[config.mk]
export PLATFORM = sky130hd
export DESIGN_NAME = ddr3_sim_cmd_fifo
export DESIGN_NICKNAME = d
export VERILOG_FILES = /design/src/rtl/ddr3_sim_pkg.sv /design/src/rtl/ddr3_sim_cmd_fifo.sv
export SDC_FILE = /design/constraint.sdc
export NUM_CORES = 1
export LEC_CHECK = 0
export CAP_MARGIN = 20
export CORE_ASPECT_RATIO = 2
export CORE_UTILIZATION = 30
export CTS_CLUSTER_SIZE = 10
export DETAILED_ROUTE_END_ITERATION = 8
export MAX_ROUTING_LAYER = met4
export PLACE_DENSITY = 0.53
export SLEW_MARGIN = 20
export SYNTH_ARGS = -nofsm -noshare
export SYNTH_HDL_FRONTEND = slang
export SYNTH_SLANG_ARGS = --single-unit
[constraint.sdc]
create_clock -name clk -period 3 [get_ports clk]
set_input_delay 0.6 -clock clk [delete_from_list [all_inputs] [get_ports clk]]
set_output_delay 0.6 -clock clk [all_outputs]
set_load 0.005 [all_outputs]
[src/rtl/ddr3_sim_pkg.sv]
// Shared types and constants for the DDR3 Avalon-MM memory model.
// The command struct uses upper-bound widths so one type serves any ADDR_W/SIZE_W.
package ddr3_sim_pkg;

    localparam int unsigned DEF_DATA_W       = 128;
    localparam int unsigned DEF_ADDR_W       = 26;
    localparam int unsigned DEF_SIZE_W       = 3;
    localparam int unsigned DEF_MEM_AW       = 10;
    localparam int unsigned DEF_READ_LATENCY = 4;
    localparam int unsigned DEF_CMD_DEPTH    = 4;
    localparam logic [15:0] DEF_LFSR_SEED    = 16'hACE1;

    // Upper bounds on ADDR_W and SIZE_W carried through the command queue.
    localparam int unsigned CMD_ADDR_W = 32;
    localparam int unsigned CMD_SIZE_W = 8;

    // Galois form of x^16 + x^14 + x^13 + x^11 + 1.
    localparam logic [15:0] LFSR_TAPS = 16'hB400;

    typedef struct packed {
        logic [CMD_ADDR_W-1:0] addr;
        logic [CMD_SIZE_W-1:0] size;
    } rd_cmd_t;

    typedef enum logic [0:0] {WrIdle, WrBurst} wr_state_e;

    function automatic logic [15:0] lfsr_next(input logic [15:0] state);
        return {1'b0, state[15:1]} ^ (state[0] ? LFSR_TAPS : 16'h0000);
    endfunction

endpackage

[src/rtl/ddr3_sim_cmd_fifo.sv]
// Synchronous show-ahead FIFO of read commands with full/empty flags.
module ddr3_sim_cmd_fifo
    import ddr3_sim_pkg::*;
#(
    parameter int unsigned DEPTH = DEF_CMD_DEPTH
) (
    input  logic    clk,
    input  logic    reset_n,
    input  logic    push,
    input  rd_cmd_t push_cmd,
    input  logic    pop,
    output rd_cmd_t pop_cmd,
    output logic    full,
    output logic    empty
);

    localparam int unsigned PW = $clog2(DEPTH);

    rd_cmd_t     slots [DEPTH];
    logic [PW:0] wr_ptr_q;
    logic [PW:0] rd_ptr_q;

    // Extra pointer bit distinguishes full from empty.
    assign empty   = (wr_ptr_q == rd_ptr_q);
    assign full    = (wr_ptr_q[PW] != rd_ptr_q[PW]) && (wr_ptr_q[PW-1:0] == rd_ptr_q[PW-1:0]);
    assign pop_cmd = slots[rd_ptr_q[PW-1:0]];

    always_ff @(posedge clk) begin
        if (!reset_n) begin
            wr_ptr_q <= '0;
            rd_ptr_q <= '0;
        end else begin
            if (push && !full) begin
                wr_ptr_q <= wr_ptr_q + 1'b1;
            end
            if (pop && !empty) begin
                rd_ptr_q <= rd_ptr_q + 1'b1;
            end
        end
    end

    always_ff @(posedge clk) begin
        if (reset_n && push && !full) begin
            slots[wr_ptr_q[PW-1:0]] <= push_cmd;
        end
    end

endmodule

# == Word level (Yosys, flattened, before mapping) ==
# Memory sizes are Yosys's and may differ from the RTL's. A register that Yosys moved wholly into a read port is not among the register bits.
# Cells that the tools add are included.
# totals
ram_bits,160
regBits,6
input_bits,44
n_memories,1
elab_cells,19
# memory_table
memory,depth,width,rd,rd_ports_with_merged_regs,wr,line_no,rtl
slots,4,40,1,1,1,ddr3_sim_cmd_fifo.sv:19,rd_cmd_t slots [DEPTH];
# op_classes
reduce_logical,7
mux,4
eq_ne,3
add_sub_neg,2
# ops
op,n
$add 3x1->3 const B,2
$logic_and 1x1->1,5
$mux 2,2
$eq 3x3->1,1
$eq 2x2->1,1
$logic_not 1->1,2
$mux 1,2
$ne 1x1->1,1

# == Logic depth before layout (Yosys ltp) ==
# depth
depth_word,6
depth_mapped,5
ltp_nobuf,4

# == Worst setup path before layout ==
# No wires, ideal clock.
# synth_timing
path_type,input -> register
from,input push
to,memory slots[0][0] in the netlist's numbering (enable)
n_path_buf,1
arrival_ns,1.806
setup_time_ns,0.400
cell_stages,2
path_slack_ns,0.794
cell_sequence,clkbuf_2 > and4_1
# synth_between
elab_chain_len,4
# synth_rtl
element,line_no,rtl
from (decl),ddr3_sim_cmd_fifo.sv:9,"input logic push,"
$logic_and 1x1->1 (2 in series),ddr3_sim_cmd_fifo.sv:43,if (reset_n && push && !full) begin
$mux 1,ddr3_sim_cmd_fifo.sv:43,
$mux 1 (implied by the code),ddr3_sim_cmd_fifo.sv:44,slots[wr_ptr_q[PW-1:0]] <= push_cmd;
to (decl),ddr3_sim_cmd_fifo.sv:19,
# No other way between the ends.

==> qor.yml <==
outcome:
  run_status: "completed"
worst_setup_path:
  critPathArrivalTime_ps: 2180
  critPathCaptureType: "output port"
  rr_worst_depth: 4
  rr_startpoint: "rd_ptr_q[2]"
  crit_path_end: "pop_cmd[32]"
  crit_fanout: 14
  regToRegSetupSlack_ps: 1150
  r2r_end: "slots[2][0]"
  worst_ep_required_time_ps: 2400
  start_kind: "register"
  worst-setup-path-type: "register to output port"
timing:
  finClkSkew_ps: 6.44
  finalSetupTns_ps: 0
  final_max_slew_viol_count: 0
  worst_pin_slew_ps: 514
  slew_headroom_pct: 65.6
  min_period_ps: 2780
  setup_viol: 0
  finalHoldViolCount: 0
  rsz0062_at_grt: "false"
  max_freq_ghz: 0.359
  fin_crit_sh_pct: 92.8
synth:
  syn_area_um2: 6350
  async_flop_share_pct: 0
  synth_cell_types: 28
  ys_ff_latch: 168
  synth_nets: 328
  yosysTopAreaCell: "edfxtp_1"
  synth_ff_type: "edfxtp_1"
  ys_seq_area_share_pct: 78.2
  synth.area.top_cells: "edfxtp_1, mux4_2, dfxtp_1"
  syn_inst: 279
  syn-mean-instance-area_um2: 22.8
  yosysWarnings: 0
  synth_edf_count: 160
  synth_most_common_cell: "edfxtp_1"
  synthTopCellsByCount: "edfxtp_1, mux4_2, dfxtp_1"
  yosysTopAreaCellShare_pct: 75.6
worst_hold_path:
  hp-class: "register to register"
  min_path_cells: 2
cts:
  clk_path_buf_depth: 2
  clock_sinks: 168
  cts_tree: "built"
  cts_made_buffers: 17
  cts.clk_slew.worst_paths_ps: 60
  root_buffer: "clkbuf_16"
  cts_htree_levels: 4
  clkLatencyLatePin_ps: 410
power_and_ir_drop:
  p_sw_share_pct: 24.8
  power.net_switching_mw: 1.70
  finalPower_mw: 6.88
  power_density_nw_per_um2: 838
  power.internal_mw: 5.17
  clkPwrFrac_pct: 31.4
  comb_power_share_pct: 25.8
  max-vdd-ir-drop_uv: 397
  p_leak_nw: 2.59
  seq_power_share_pct: 42.8
layout:
  instances_no_fill: 659
  nets: 426
  antenna_cells: 0
  n_fill_cell: 1898
  seq_area_um2: 4970
  drive_above_1_share_pct: 21.8
  multi_input_area_um2: 1300
  syn_to_final_growth_pct: 29.2
  finish.utilization_pct: 39.4
drt:
  drc: 0
  firstDrtPassIters: 5
  drt_wl_total_um: 12500
  drtIter0Drc: 156
  num_vias: 3069
  vias_per_cell: 4.66
  wl_per_cell_um: 18.9
  drtAntennaViolNets: 0
grt:
  track_usage_pct: 12.8
  grt_pass1_vias: 3375
  antenna_found_initial: 0
  overflow: 0
  grt_max_degree: 41
  grt_pass1_wl_um: 19600
floorplanning:
  die_h_um: 208
  io_pins: 86
  start_util_pct: 30.5
  fp.dieArea_um2: 21800
  dieWidth_um: 105
  fp.coreArea_um2: 20800
  fp-row-count: 75
placement:
  dp.cells: 627
  gp_congestion: 0.757
  port_buffers: 85
  hpwl_um: 7660
run:
  max-cap-violations: 0
==> power by group through the flow <==
stage	Combinational [mW]	Clock [mW]	Sequential (mW)
floorplan	0.973	0	2.90
global placement	1.81	0	2.99
detailed placement	1.82	0	3.00
CTS	1.82	2.23	2.95
global route	1.92	2.31	2.97
finish	1.78	2.16	2.94
==> how the worst min path moves through the flow <==
stage,end,start
6_report,rd_ptr_q[2],rd_ptr_q[2]
5_1_grt,rd_ptr_q[2],rd_ptr_q[2]
4_1_cts,rd_ptr_q[2],rd_ptr_q[2]
3_5_place_dp,rd_ptr_q[2],rd_ptr_q[2]
3_3_place_gp,wr_ptr_q[2],wr_ptr_q[2]
2_1_floorplan,rd_ptr_q[2],rd_ptr_q[2]
==> worst max-delay path: stages (launching register included) <==
cell	delay (ps)
dfxtp_4	520
buf_12	220
mux4_2	530
clkdlybuf4s50_1	490
==> state kept, by name (all words and copies together) (netlist names), named ones only <==
name	count
slots	160
rd_ptr_q	3
wr_ptr_q	3
==> stage by stage <==
step | worst slack [ps] | hold slack [ps] | cell area [µm²]
2_1_floorplan | 794 | 497 | 6350
3_3_place_gp | 616 | 524 | 7610
3_5_place_dp | 600 | 536 | 7610
4_1_cts | 150 | 545 | 8200
5_1_grt | 107 | 583 | 8210
6_report | 216 | 550 | 8210
==> cells by family (layout without fill, tap and decap cells) <==
| family | Yosys count | after routing | share of synthesized area (%) |
|---|---|---|---|
| simple gates | 24 | 24 | 2.46 |
| xor+xnor | 6 | 6 | 0.827 |
| buf+inv | 19 | 130 | 1.58 |
| mux | 40 | 40 | 14.2 |
| fa+ha+maj | 5 | 5 | 0.985 |
| flops | 168 | 168 | 78.2 |
| compound gates | 17 | 17 | 1.81 |
==> final cells by class <==
class	instances	area share [%]
Inverter	6	0.274
Sequential cell	168	60.6
Multi-Input combinational cell	92	15.8
Clock buffer	19	5.28
Tap cell	269	4.10
Clock inverter	13	1.86
Timing Repair Buffer	92	12.1
==> routing by layer <==
layer / track usage, % / part of all wire [%]
met5: - / 0
met4: 5.54 / 1.8
met3: 3.45 / 4.4
met2: 22.7 / 57
met1: 13.0 / 37
==> repair_timing <==
action | CTS | global route
buffers inserted | 0 | 0
setup endpoints to repair | 0 | 1
hold buffers | 0 | 0
resized for setup | 0 | 1
==> layout by cell type (no fill, tap or decap), types with 2 or more instances in the layout <==
master and n:
a211o_1 2, a21oi_1 2, a31oi_1 2, a41oi_1 2, and3b_1 2, and3b_2 2, and4_2 4, buf_12 7
bufinv_16 3, clkbuf_1 2, clkbuf_16 17, clkdlybuf4s50_1 85, clkinv_1 2, clkinv_2 4, clkinv_4 2, dfxtp_1 6
edfxtp_1 160, ha_1 5, inv_1 6, inv_6 2, mux4_2 40, nand2_1 5, nand3_1 5, nand4_1 2
o211ai_1 5, o21ai_0 4, xnor2_1 2, xor2_1 3
(Power assumes the default switching activity.)
